`src/rtl/tf_pkg.sv`:
```
// Shared types and helpers for the twiddle-exponent sequencer.
// Holds the default exponent width, the sequencer state encoding and the
// exponent rule used by the issue side.
package tf_pkg;

    localparam int EXP_W_DFLT = 4;

    typedef logic [EXP_W_DFLT-1:0] tf_exp_t;

    typedef enum logic [1:0] {
        IDLE  = 2'd0,
        RUN   = 2'd1,
        FLUSH = 2'd2
    } tf_state_t;

    // Width of the stage index for a given exponent width (at least one bit).
    function automatic int stage_w(input int ew);
        return ((ew / 2) > 1) ? $clog2(ew / 2) : 1;
    endfunction

    // Exponent of butterfly b in stage s: e = (b mod (NBF >> 2s)) << 2s.
    // The span is a power of two, so the modulo is a mask. The caller truncates.
    function automatic logic [31:0] exp_of(input int ew, input logic [31:0] s, input logic [31:0] b);
        logic [31:0] span;
        span = (32'd1 << (ew - 2)) >> (2 * s);
        return (b & (span - 32'd1)) << (2 * s);
    endfunction

endpackage

```
`src/rtl/tf_exp_mul3.sv`:
```
// Exponent fan-out for the three twiddle ROM ports: e -> {e, 2e mod N, 3e mod N}.
// Pure combinational; the mod-N wrap is the natural EXP_W-bit overflow.
module tf_exp_mul3 #(
    parameter int EXP_W = 4
) (
    input  logic [EXP_W-1:0] e,
    output logic [EXP_W-1:0] e1,
    output logic [EXP_W-1:0] e2,
    output logic [EXP_W-1:0] e3
);

    // Multiples of e, wrapped to the ROM depth.
    always_comb begin
        e1 = e;
        e2 = e << 1;
        e3 = e + (e << 1);
    end

endmodule

```
`src/rtl/tf_exp_gen.sv`:
```
// Twiddle-exponent sequencer: drives the three registered twiddle ROM ports
// with e, 2e, 3e per radix-4 butterfly and tags the beat that returns one
// clock later. STALL replays the exponents of the beat on TF so the ROM
// reloads the same words.
// Optional build macro TFGEN_BACK2BACK_EN: a START seen in the DONE cycle
// launches the next frame directly instead of being ignored.
module tf_exp_gen
    import tf_pkg::*;
#(
    parameter int EXP_W = EXP_W_DFLT
) (
    input  logic                      CLK,
    input  logic                      RST,
    input  logic                      START,
    input  logic                      STALL,
    output logic [EXP_W-1:0]          EXP1,
    output logic [EXP_W-1:0]          EXP2,
    output logic [EXP_W-1:0]          EXP3,
    output logic                      TF_VLD,
    output logic [stage_w(EXP_W)-1:0] TF_STAGE,
    output logic                      TF_LAST,
    output logic                      BUSY,
    output logic                      DONE
);

    localparam int N      = 1 << EXP_W;
    localparam int STAGES = EXP_W / 2;
    localparam int NBF    = N / 4;
    localparam int SW     = stage_w(EXP_W);
    localparam int BW     = (EXP_W > 2) ? EXP_W - 2 : 1;

    typedef logic [EXP_W-1:0] exp_t;

    tf_state_t     state;
    logic [SW-1:0] s_p0;
    logic [BW-1:0] b_p0;
    exp_t          e_last_p0;
    logic          busy_q;
    logic          done_q;

    logic          vld_p1;
    logic          last_p1;
    logic [SW-1:0] stg_p1;
    exp_t          e_p1;

    logic          run;
    logic          iss;
    logic          last_beat;
    logic          start_ok;
    exp_t          e_iss;
    exp_t          iss1, iss2, iss3;
    exp_t          rep1, rep2, rep3;

`ifdef TFGEN_BACK2BACK_EN
    assign start_ok = START;
`else
    // The DONE cycle is still part of the finishing frame; a START there is dropped.
    assign start_ok = START && !done_q;
`endif

    // Issue-side decode: exponent of the beat at the counters, or the last one issued.
    always_comb begin
        run       = (state == RUN);
        iss       = run && !STALL;
        last_beat = (s_p0 == SW'(STAGES - 1)) && (b_p0 == BW'(NBF - 1));
        e_iss     = run ? exp_t'(exp_of(EXP_W, 32'(s_p0), 32'(b_p0))) : e_last_p0;
    end

    // Stage p0: sequencer FSM with stage/butterfly counters and registered status.
    always_ff @(posedge CLK or posedge RST) begin
        if (RST) begin
            state     <= IDLE;
            s_p0      <= '0;
            b_p0      <= '0;
            e_last_p0 <= '0;
            busy_q    <= 1'b0;
            done_q    <= 1'b0;
        end else begin
            done_q <= 1'b0;
            case (state)
                IDLE: begin
                    if (start_ok) begin
                        state  <= RUN;
                        busy_q <= 1'b1;
                        s_p0   <= '0;
                        b_p0   <= '0;
                    end
                end
                RUN: begin
                    if (iss) begin
                        e_last_p0 <= e_iss;
                        if (last_beat) begin
                            state <= FLUSH;
                            s_p0  <= '0;
                            b_p0  <= '0;
                        end else if (b_p0 == BW'(NBF - 1)) begin
                            b_p0 <= '0;
                            s_p0 <= s_p0 + 1'b1;
                        end else begin
                            b_p0 <= b_p0 + 1'b1;
                        end
                    end
                end
                FLUSH: begin
                    if (vld_p1 && !STALL) begin
                        state  <= IDLE;
                        busy_q <= 1'b0;
                        done_q <= 1'b1;
                    end
                end
                default: state <= IDLE;
            endcase
        end
    end

    // Stage p1: tags of the beat now on the ROM outputs; frozen while stalled.
    always_ff @(posedge CLK or posedge RST) begin
        if (RST) begin
            vld_p1  <= 1'b0;
            last_p1 <= 1'b0;
            stg_p1  <= '0;
            e_p1    <= '0;
        end else if (!STALL) begin
            vld_p1  <= run;
            last_p1 <= run && last_beat;
            stg_p1  <= s_p0;
            e_p1    <= e_iss;
        end
    end

    tf_exp_mul3 #(.EXP_W(EXP_W)) u_mul_iss (
        .e  (e_iss),
        .e1 (iss1),
        .e2 (iss2),
        .e3 (iss3)
    );

    tf_exp_mul3 #(.EXP_W(EXP_W)) u_mul_rep (
        .e  (e_p1),
        .e1 (rep1),
        .e2 (rep2),
        .e3 (rep3)
    );

    assign EXP1     = STALL ? rep1 : iss1;
    assign EXP2     = STALL ? rep2 : iss2;
    assign EXP3     = STALL ? rep3 : iss3;
    assign TF_VLD   = vld_p1;
    assign TF_STAGE = stg_p1;
    assign TF_LAST  = last_p1;
    assign BUSY     = busy_q;
    assign DONE     = done_q;

endmodule

```
`config.mk`:
```
export PLATFORM = sky130hd
export DESIGN_NAME = tf_exp_gen
export DESIGN_NICKNAME = d
export VERILOG_FILES = /design/src/rtl/tf_pkg.sv /design/src/rtl/tf_exp_mul3.sv /design/src/rtl/tf_exp_gen.sv
export SDC_FILE = /design/constraint.sdc
export NUM_CORES = 1
export LEC_CHECK = 0
export ABC_AREA = 1
export CORE_ASPECT_RATIO = 1.25
export CORE_UTILIZATION = 45
export CTS_CLUSTER_DIAMETER = 60
export DETAILED_ROUTE_END_ITERATION = 8
export PLACE_DENSITY = 0.84
export SYNTH_ARGS = -nofsm -noshare
export SYNTH_HDL_FRONTEND = slang
export SYNTH_SLANG_ARGS = --single-unit
export TNS_END_PERCENT = 1
```
`constraint.sdc`:
```
create_clock -name CLK -period 4.89 [get_ports CLK]
set_clock_uncertainty 0.15 [all_clocks]
set_input_delay 1.467 -clock CLK [delete_from_list [all_inputs] [get_ports CLK]]
set_output_delay 1.467 -clock CLK [all_outputs]
set_load 0.01 [all_outputs]
```
== Word level (Yosys, flattened, before mapping) ==
Cells that the tools add are included.
Storage, ports and cells
  memories kept: 0
  flip-flop bits (word level): 18
  RAM bits: 0
  output and inout port bits: 17
  word-level logic and storage cells: 65
  bits in latches: 0
  bits of input ports: 4
  ROM bits: 0
Operators by class
  multiply operators: 0
  shift-type cells: 2
  divide/modulo/power cells: 0
  mux-type cells: 24
  $add $sub $neg: 5
  magnitude comparators: 0
  equality and inequality tests: 8
  reduce and logical (&&, ||, !) cells: 15
  bitwise logic cells: 1
Operators with widths (count)
  $and 2x32->32: 1
  $shl 32x2->4: 1
  $shr 3x2->32 const A: 1
  $sub 32x1->32 const B: 1
  $mux 2: 8
  $mux 4: 4
  $add 4x4->4: 2
  $mux 1: 8
  $reduce_and 4->1: 2
  $pmux 2 s3: 1
  $reduce_and 3->1: 2
  $logic_and 1x1->1: 5
  $eq 2x2->1 const B: 2
  $ne 2x1->1 const B: 2
  $ne 2x2->1 const B: 2
  $pmux 1 s2: 2
  $pmux 2 s2: 1
  $reduce_bool 2->1: 2
  $ne 3x1->1 const B: 1
  $add 2x1->2 const B: 1
  $eq 2x1->1 const B: 1
  $logic_not 1->1: 2
  $logic_not 2->1: 1
  $reduce_and 2->1: 1
  $add 1x1->1 const B: 1

== Depth between registers and ports, before layout ==
  depth after elaboration: 7
  depth in mapped cells: 13
  depth with buffers taken out: 13

== Hierarchy ==
From an unflattened synthesis, not the netlist that was laid out.
Unflattened totals
  cells, all modules: 173
  area total of the unflattened synthesis: 1194.9 um^2
By module, submodules not included
  tf_exp_gen: instances 1, area an instance 912.1 um^2, cells each 131, sequential area each 450.4 um^2
  tf_exp_mul3: instances 2, area an instance 141.4 um^2, cells each 21, sequential area each 0.0 um^2

== Worst setup path after synthesis ==
No wires, ideal clock.
  path type: input port to output port
  start point: input port STALL
  end point: output port EXP2[3]
  required time: 3273 ps
  arrival time: 2211 ps
  slack: 1062 ps
  stages on the path: 3
  buffers on the path: 2
  path through: buf_2 > o21ai_0 > buf_4
On the way
  longest elaborated chain between the ends: 1
Ends and longest elaborated chain
  start, declared: line tf_exp_gen.sv:15  | input logic STALL,
  $mux 4: line tf_exp_gen.sv:146  | assign EXP2 = STALL ? rep2 : iss2;
  end, declared: line tf_exp_gen.sv:17  | output logic [EXP_W-1:0] EXP2,
Every way passes these cells.

== Worst setup path after layout ==
  start point: input port STALL
  end point: output port EXP1[0]
On the way
  longest elaborated chain between the ends: 1
Ends and longest elaborated chain
  $mux 4
  end, declared: line tf_exp_gen.sv:16  | output logic [EXP_W-1:0] EXP1,
Every way passes these cells.

==> impl_metrics.py <==
metrics = {
    "floorplanning": {
        "die_area_sq_um": 2383,
        "die_h_um": 54.34,
        "io_pins": 21,
        "fp-row-count": 18,
        "start_util": 0.4864,
        "core_area_sq_um": 2027,
        "die_x_um": 43.87,
    },
    "global_routing": {
        "antenna_found_initial": 0,
        "grtUsageTotal": 0.1835,
        "grt_pass1_vias": 776,
        "grt_pass1_wl_um": 3125,
        "grt_max_degree": 19,
        "gr-total-overflow": 0,
    },
    "final_layout": {
        "n_antenna_cell": 0,
        "drive_above_1_share": 0.1269,
        "seq_area_sq_um": 450.4,
        "area_delta_synth_final_pct": 22.08,
        "fin_cells": 154,
        "final_nets": 145,
        "layout.cells.most_common": "nand2_1",
        "final_util": 0.5938,
        "nFillCells": 178,
        "final_area_sq_um": 1204,
        "final_cell_mix": "33 x nand2_1, 19 x clkdlybuf4s50_1, 18 x dfrtp_1, 15 x inv_1, 9 x nand3_1",
        "multi_input_area_sq_um": 422.9,
    },
    "setup_path": {
        "path_cells": "clkdlybuf4s50_1, inv_2, a31oi_1, clkdlybuf4s50_1",
        "rr_worst_depth": 5,
        "cp.buffers_inverters": 3,
        "crit_path_max_incr_delay_ns": 0.62,
        "cp_max_fo": 8,
        "cp-end-kind": "output pin",
        "startpoint_type": "primary input",
        "critPathKind": "in -> out",
        "worstPathArrival_ns": 3.08,
        "crit_path_frequent_cell": "clkdlybuf4s50_1",
        "crit_slowest_cell": "clkdlybuf4s50_1",
        "crit_family": "buffers and inverters",
        "path_depth": 4,
        "cp.required_ns": 3.27,
    },
    "pwr": {
        "p_switching_mw": 0.2262,
        "ir_drop_uv": 201.0,
        "leakagePower_nw": 0.6227,
        "p_per_area_nw_per_um2": 479.8,
        "p_clk_frac": 0.125,
        "combPwrFrac": 0.503,
        "swShare": 0.3917,
        "intPower_mw": 0.3513,
        "pwr-share-seq": 0.372,
    },
    "detailed_routing": {
        "wirelength_um": 1832,
        "via_per_inst": 5.136,
        "dr.pass1.iters": 7,
        "drc": 3,
        "wl_per_cell_um": 11.90,
        "drt.antenna.violating_nets": 0,
        "dr_total_vias": 791,
        "first_iter_violations": 17,
    },
    "synth": {
        "synth_mux_area_frac": 0,
        "synth-warning-count": 0,
        "synth_compound_area_frac": 0.07107,
        "synth_fa_ha_area_frac": 0.07868,
        "yosys.area_share.simple": 0.2665,
        "avgSynthCellArea_sq_um": 8.573,
        "synth-xor-area-share": 0.008883,
        "synth_seq_cells": 18,
        "syn_inst": 115,
        "syn-num-nets": 124,
        "synth_top_family_by_area": "simple AND/OR/NAND/NOR gates",
        "synth_area_sq_um": 985.9,
        "yosysUniqueCellTypes": 26,
        "ys_seq_area_frac": 0.4569,
    },
    "placement": {
        "numPortBuffers": 19,
        "place_area_sq_um": 1181,
        "dp_hpwl_um": 1480,
        "placed_cells": 151,
        "gp_congestion": 0.7477,
        "dp_slack_ns": 0.1661,
    },
    "timing": {
        "slew_violations": 0,
        "max_slew_margin": 0.5451,
        "setup_slack_ns": 0.1897,
        "finalCritPeriodShare": 0.9612,
        "fin_tns_setup_ns": 0,
        "final-setup-viol-count": 0,
        "finalHoldViolCount": 0,
        "max_clock_freq_mhz": 212.8,
        "rsz0062_at_grt": "false",
        "worstMarginPinSlew_ns": 0.6815,
        "min_period_ns": 4.700,
    },
    "cts": {
        "cts_tree": "yes",
        "clockRootBuffer": "clkbuf_4",
        "post_cts_resized": 0,
        "cts.clk_slew.worst_paths_ns": 0.10,
        "clock_latency_ns": 0.29,
        "clockBufferDepth": 2,
        "cts.sinks": 18,
        "numCtsBuffers": 3,
        "postCtsSetupBuffers": 0,
        "htreeDepth": 1,
        "cts_hold_buf": 0,
    },
    "status": {
        "violations": "DRC",
        "status": "finished with violations",
    },
    "min_path": {
        "whs_path_depth": 2,
        "min_path_type": "reg -> reg",
    },
    "run": {
        "cap_violations": 0,
    },
}
-- cell families (layout without fill, tap and decap cells) --
logic type      after synthesis  after routing
compound gates               12             12
xor+xnor                      1              1
fa+ha+maj                     5              5
buf+inv                      24             43
flops                        18             18
other cells                   1              1
simple gates                 54             54
-- power by group through the flow --
stage | sequential, mW | combinational, mW | clock (mW)
after floorplan | 0.216 | 0.186 | 0
after global placement | 0.216 | 0.278 | 0
after detailed placement | 0.218 | 0.290 | 0
after CTS | 0.215 | 0.293 | 0.0744
after global routing | 0.220 | 0.325 | 0.0798
final | 0.215 | 0.291 | 0.0720
-- tightest hold or removal path, cell delays in order, from the launching register on --
cell and delay, ns:
dfrtp_1 0.36, nand2_1 0.05, nand2_1 0.05
-- stage by stage --
step | hold WS [ns] | power, mW
CTS | 0.3500 | 0.5825
global route | 0.3787 | 0.6247
floorplan | 0.2971 | 0.4022
detailed placement | 0.3251 | 0.5086
global placement | 0.3085 | 0.4937
finish | 0.3446 | 0.5775
-- path summary, 6_finish.rpt --
path	endpoint	slack [ns]	from
setup / recovery	EXP1[0]	0.19	STALL
hold / removal	TF_LAST	0.34	TF_LAST
setup reg to reg	e_p1[0]	3.47	state[1]
hold reg to reg	TF_LAST	0.34	TF_LAST
max in group asynchronous	e_last_p0[0]	2.74	RST
min in group asynchronous	state[1]	1.42	RST
-- sequential cells by signal, indices dropped and copies added (netlist names) --
register	count
b_p0	2
TF_STAGE	1
e_last_p0	4
state	2
TF_LAST	1
BUSY	1
s_p0	1
TF_VLD	1
e_p1	4
DONE	1
-- cell type report --
cell class	instances	share of cell area
clock buffer	3	0.01871
inverter	18	0.05821
multi-input combinational	73	0.3514
tap	20	0.02079
timing repair buffer	22	0.1767
sequential	18	0.3742
-- per-layer routing --
layer,part of all wire,vias up,track usage,routed length [um]
met5,0,-,0,0
met4,0.020,0,0.1162,37
met3,0.032,4,0.03960,58
met2,0.55,19,0.3259,1002
met1,0.40,371,0.1983,734
li1,-,397,-,-
-- synth_stat cells --
library cell	n	area [sq um]
nand2_1	33	123.9
dfrtp_1	18	450.4
inv_1	15	56.30
nand3_1	9	45.04
buf_4	5	37.54
o21ai_0	5	25.02
ha_1	3	37.54
nand2_4	3	33.78
o21ai_1	3	15.01
fa_1	2	40.04
inv_2	2	7.510
nor2_1	2	7.510
or2_1	2	12.51
a31oi_1	1	6.260
buf_2	1	5.000
conb_1	1	3.750
inv_4	1	6.260
nand2_2	1	6.260
nand4_1	1	6.260
nor2_2	1	6.260
nor4_2	1	12.51
o211ai_1	1	7.510
o21ai_2	1	8.760
o31ai_1	1	7.510
or2_4	1	8.760
xor2_1	1	8.760
Power figures use the tool's default switching activity.
